==> config.mk <==
export PLATFORM = sky130hd
export DESIGN_NAME = calc_sequencer
export DESIGN_NICKNAME = d
export VERILOG_FILES = /design/src/rtl/calc_sequencer.sv
export SDC_FILE = /design/constraint.sdc
export NUM_CORES = 2
export LEC_CHECK = 0
export ABC_CLOCK_PERIOD_IN_PS = 11600
export CAP_MARGIN = 25
export CORE_MARGIN = 5
export CORE_UTILIZATION = 28
export CTS_BUF_LIST = sky130_fd_sc_hd__clkbuf_8 sky130_fd_sc_hd__clkbuf_16
export DETAILED_ROUTE_END_ITERATION = 12
export PLACE_DENSITY_LB_ADDON = 0.05
export SYNTH_ARGS = -nofsm -noshare
export SYNTH_HDL_FRONTEND = slang
export SYNTH_SLANG_ARGS = --single-unit
export TNS_END_PERCENT = 50
==> constraint.sdc <==
create_clock -name clock -period 11.6 [get_ports clock]
set_input_delay 1.74 -clock clock [delete_from_list [all_inputs] [get_ports clock]]
set_output_delay 1.74 -clock clock [all_outputs]
set_load 0.01 [all_outputs]
==> src/rtl/calc_sequencer.sv <==
// Command sequencer between the numpad scanner and the operand stack.
// Debounces the key code, issues exactly one stack command per press and
// refuses operations the stack cannot legally perform.
module calc_sequencer #(
  parameter int WIDTH    = 32,
  parameter int COUNT_W  = 6,
  parameter int DEPTH    = 32,
  parameter int DEBOUNCE = 250000
) (
  input  logic               clock,
  input  logic               reset_n,
  input  logic [4:0]         key,
  input  logic [WIDTH-1:0]   top,
  input  logic [WIDTH-1:0]   next,
  input  logic [COUNT_W-1:0] count,
  output logic               write,
  output logic               push,
  output logic               pop,
  output logic [WIDTH-1:0]   value,
  output logic               busy,
  output logic               fault
);

  localparam int CNT_W = $clog2(DEBOUNCE + 1);
  localparam logic [CNT_W-1:0]   CNT_ONE  = CNT_W'(1);
  localparam logic [CNT_W-1:0]   DEB_LAST = CNT_W'(DEBOUNCE);
  localparam logic [CNT_W-1:0]   REL_LAST = CNT_W'(DEBOUNCE - 1);
  localparam logic [COUNT_W-1:0] DEPTH_C  = COUNT_W'(DEPTH);
  localparam logic [COUNT_W-1:0] TWO_C    = COUNT_W'(2);
  localparam logic [2*WIDTH-1:0] TEN      = (2*WIDTH)'(10);

  typedef enum logic [1:0] {
    IDLE,
    STABLE,
    EXEC,
    RELEASE
  } state_t;

  state_t             state, state_nx;
  logic [CNT_W-1:0]   cnt, cnt_nx;
  logic [3:0]         code, code_nx;
  logic [4:0]         key_q;
  logic               write_nx, push_nx, pop_nx, fault_nx;
  logic [WIDTH-1:0]   value_nx;

  logic               is_digit;
  logic [3:0]         digit;
  logic [2*WIDTH-1:0] wide_top;
  logic [2*WIDTH-1:0] wide_entry;

  // Map the scanner's button index onto a decimal digit, if it is one.
  always_comb begin
    is_digit = 1'b1;
    digit    = 4'd0;
    case (code)
      4'h0:    digit = 4'd1;
      4'h1:    digit = 4'd4;
      4'h2:    digit = 4'd7;
      4'h3:    digit = 4'd0;
      4'h4:    digit = 4'd2;
      4'h5:    digit = 4'd5;
      4'h6:    digit = 4'd8;
      4'h8:    digit = 4'd3;
      4'h9:    digit = 4'd6;
      4'hA:    digit = 4'd9;
      default: is_digit = 1'b0;
    endcase
  end

  // Digit entry is computed double-width so overflow is visible in the upper half.
  always_comb begin
    wide_top   = {{WIDTH{1'b0}}, top};
    wide_entry = wide_top * TEN + {{(2*WIDTH-4){1'b0}}, digit};
  end

  // Next-state, debounce counter and registered command outputs.
  always_comb begin
    state_nx = state;
    cnt_nx   = cnt;
    code_nx  = code;
    write_nx = 1'b0;
    push_nx  = 1'b0;
    pop_nx   = 1'b0;
    value_nx = '0;
    fault_nx = fault;
    case (state)
      IDLE: begin
        if (key_q[4]) begin
          state_nx = STABLE;
          cnt_nx   = CNT_ONE;
          code_nx  = key_q[3:0];
        end
      end
      STABLE: begin
        if (!key_q[4]) begin
          state_nx = IDLE;
          cnt_nx   = '0;
        end else if (key_q[3:0] != code) begin
          code_nx = key_q[3:0];
          cnt_nx  = CNT_ONE;
        end else if (cnt == DEB_LAST) begin
          state_nx = EXEC;
          cnt_nx   = '0;
          if (is_digit) begin
            if (wide_entry[2*WIDTH-1:WIDTH] != '0) begin
              fault_nx = 1'b1;
            end else begin
              write_nx = 1'b1;
              value_nx = wide_entry[WIDTH-1:0];
              fault_nx = 1'b0;
            end
          end else if (code == 4'hC) begin
            if (count < DEPTH_C) begin
              push_nx  = 1'b1;
              fault_nx = 1'b0;
            end else begin
              fault_nx = 1'b1;
            end
          end else if (code == 4'hD || code == 4'hE || code == 4'hF) begin
            if (count >= TWO_C) begin
              write_nx = 1'b1;
              pop_nx   = 1'b1;
              fault_nx = 1'b0;
              case (code)
                4'hD:    value_nx = next + top;
                4'hE:    value_nx = next - top;
                default: value_nx = next * top;
              endcase
            end else begin
              fault_nx = 1'b1;
            end
          end
        end else begin
          cnt_nx = cnt + CNT_ONE;
        end
      end
      EXEC: begin
        state_nx = RELEASE;
        cnt_nx   = '0;
      end
      RELEASE: begin
        if (key_q[4]) begin
          cnt_nx = '0;
        end else if (cnt == REL_LAST) begin
          state_nx = IDLE;
          cnt_nx   = '0;
        end else begin
          cnt_nx = cnt + CNT_ONE;
        end
      end
      default: begin
        state_nx = IDLE;
        cnt_nx   = '0;
      end
    endcase
  end

  // State register plus the input sync stage and output registers.
  always_ff @(posedge clock or negedge reset_n) begin
    if (!reset_n) begin
      state <= IDLE;
      cnt   <= '0;
      code  <= '0;
      key_q <= '0;
      write <= 1'b0;
      push  <= 1'b0;
      pop   <= 1'b0;
      value <= '0;
      fault <= 1'b0;
    end else begin
      state <= state_nx;
      cnt   <= cnt_nx;
      code  <= code_nx;
      key_q <= key;
      write <= write_nx;
      push  <= push_nx;
      pop   <= pop_nx;
      value <= value_nx;
      fault <= fault_nx;
    end
  end

  assign busy = (state != IDLE);

endmodule

==> results.tsv <==
stage	metric	value	unit
status	status	complete, no violations	
final_layout	drive_above_1_share	4.767	%
synth	synth_flop_cell	dfrtp_1	
floorplanning	die_w	301.3	µm
placement	dp_cells	3929	
grt	met2_usage	34.07	%
route	ant_nets	0	
sta	tightest_slew	1.084	ns
hold_path	hold_class	flop to flop	
synth	ys_seq_elements	65	
critical_path	critical_path_arrival	10.48	ns
synth	synth-edff-count	0	
clock_network	cts_tree	built	
sta	period_share	88.41	%
sta	setup_tns	0	ns
final_layout	layout_common_cells	411 x fa_1, 409 x inv_1, 313 x and2_1	
route	vias_per_cell	4.792	
sta	clock_skew	0.01081	ns
sta	relSlewSlack	27.53	%
floorplanning	num_rows	106	
route	initialDrtViolationCount	906	
critical_path	cp.required	11.83	ns
sta	final-hold-violation-count	0	
clock_network	postCtsSetupRepairBufs	0	
placement	place_congestion	0.8682	
critical_path	r2r_cells	17	
synth	syn_nets	3452	
placement	portBuffers	112	
clock_network	holdBufCountCts	0	
final_layout	area_growth	12.35	%
final_layout	design_area	26700	µm²
grt	grt_overflow	0	
floorplanning	die_y	301.3	µm
sta	finalSetupViolations	0	
hold_path	min_path_cells	2	
grt	grt_use_met1	26.99	%
sta	rsz0062_at_grt	no	
sta	maxSlewViolCount	0	
run	maxCapViolCount	0	
critical_path	critPathMaxStageDelay	1.11	ns
grt	grt_pass1_vias	20700	
critical_path	path_cells	clkdlybuf4s50_1, buf_4, and2_1, fa_1, fa_1, fa_1, inv_1, fa_1, inv_1, fa_1, fa_1, fa_1, fa_1, ha_1, nand2_1, o21ai_0, nor3_1, o41ai_1, a21o_1, a21oi_1, xor2_1, buf_4, or3_1, o311ai_1	
synth	yosys_warnings	0	
grt	grt_pass1_wl	133500	µm
route	drtPass1Iterations	5	
clock_network	clk_pin_slew_worst_paths	0.06	ns
route	wl_per_cell	21.80	µm
critical_path	path_class	primary input to flop	
grt	grt_max_degree	66	
clock_network	clock_latency	0.34	ns
floorplanning	die_area	90790	µm²
clock_network	cts-resized-gates	0	
critical_path	start_kind	primary input	
critical_path	worstPathMaxFanout	14	
grt	top_usage_layer	met2	
floorplanning	coreArea	83950	µm²
placement	dp_hpwl	71690	µm
synth	syn_area	23760	µm²
placement	post_dp_cell_area	26380	µm²
final_layout	mostFrequentLayoutCell	fa_1	
synth	synthArstFlopShare	100.0	%
route	wl	86120	µm
synth	synth.distinct_cells	81	
clock_network	cts_buffers	9	
floorplanning	pin_count	114	
final_layout	utilization	31.80	%
clock_network	cts_max_level	3	
critical_path	slowest_stage	clkdlybuf4s50_1	
synth	syn_inst	2743	
route	drc	0	
final_layout	nNetsFinal	3515	
floorplanning	initial_core_util	28.30	%
synth	synth.avg_cell_area	8.663	µm²
sta	fmaxAchievable	97.51	MHz
final_layout	finalNonFillerCells	3950	
critical_path	worst_path_most_repeated_cell	fa_1	
route	num_vias	18930	
grt	grtUsageTotal	19.34	%
grt	antenna_found_initial	5	
clock_network	cts_root_buf	clkbuf_16	
synth	ys_seq_area_share	6.845	%
grt	grt_util_met3	1.260	%
sta	fin_crit	10.26	ns
clock_network	cts.sinks	65	
critical_path	endpoint_kind	flop	
clock_network	clk_path_buf_depth	2	
-- metal layers --
| metal | wire length (µm) | vias to the layer above | share of wire, % |
|---|---|---|---|
| met3 | 2080 | 47 | 2.4 |
| met2 | 42960 | 316 | 50 |
| met1 | 40130 | 9732 | 47 |
| li1 | - | 8833 | - |
| met4 | 953 | 0 | 1.1 |
| met5 | 0 | - | 0 |
-- kinds of logic (layout without fill, tap and decap cells) --
kind of cell,after synthesis,after routing,share of synthesized area [%]
compound gates,377,377,10.33
xor+xnor,200,200,7.372
fa+ha+maj,632,632,46.26
buf+inv,543,611,8.672
flops,65,65,6.845
mux,7,7,0.3212
other cells,0,5,0
simple gates,919,919,20.20
-- final timing paths --
path / startpoint / endpoint / slack (ns)
max: top[7] / value[30]$_DFF_PN0_ / 1.34
min: cnt[17]$_DFFE_PN0P_ / cnt[17]$_DFFE_PN0P_ / 0.52
min in group asynchronous: reset_n / value[28]$_DFF_PN0_ / 1.56
max reg2reg: code[2]$_DFFE_PN0P_ / value[30]$_DFF_PN0_ / 5.98
min reg2reg: cnt[17]$_DFFE_PN0P_ / cnt[17]$_DFFE_PN0P_ / 0.52
max in group asynchronous: reset_n / cnt[7]$_DFFE_PN0P_ / 9.47
-- critical path, delay by kind of cell --
| family | cells | cell delay (ns) |
|---|---|---|
| adder cells (fa/ha/maj) | 9 | 4.30 |
| buffers and inverters | 5 | 1.73 |
| AO/OA/AOI/OAI | 5 | 1.60 |
| AND/OR/NAND/NOR | 4 | 0.92 |
| XOR/XNOR | 1 | 0.15 |
-- state kept, by name (all words and copies together), names as in the netlist, named ones only --
register  cells
key_q         5
state         1
write         1
fault         1
value        32
cnt          18
code          4
pop           1
push          1
-- stage by stage --
step,setup slack (ns),hold slack (ns)
floorplan,2.884,0.4690
global route,1.052,0.5491
detailed placement,0.9287,0.5157
global placement,0.9385,0.5094
finish,1.345,0.5228
CTS,1.272,0.5267
-- synth_stat cells, drive strengths merged, types with 15 or more instances --
library cell	number	share of area [%]
inv	409	6.5
xor2	66	2.4
dfrtp	65	6.8
and2	316	8.3
clkbuf	126	2.0
nor2	96	1.5
nand2b	24	0.63
nand3	31	0.65
a21oi	98	2.1
nor3	34	0.72
a21o	28	0.88
fa	411	35
or3	15	0.39
ha	221	12
and3	27	0.71
xnor2	134	4.9
o21a	21	0.66
nand2	302	4.8
o22ai	31	1.1
o21ai	94	2.0
-- layout make-up --
type | instances | area, µm²
clock inverter | 6 | 67.56
fill | 8897 | 57260
timing repair buffer | 186 | 1704
multi-input combinational | 2135 | 20090
antenna | 5 | 12.51
inverter | 409 | 1535
tap | 1134 | 1419
clock buffer | 10 | 239.0
sequential | 65 | 1627
Power is not shown: default switching activity piles up to over one toggle a cycle in this logic, so the estimate is an artifact.
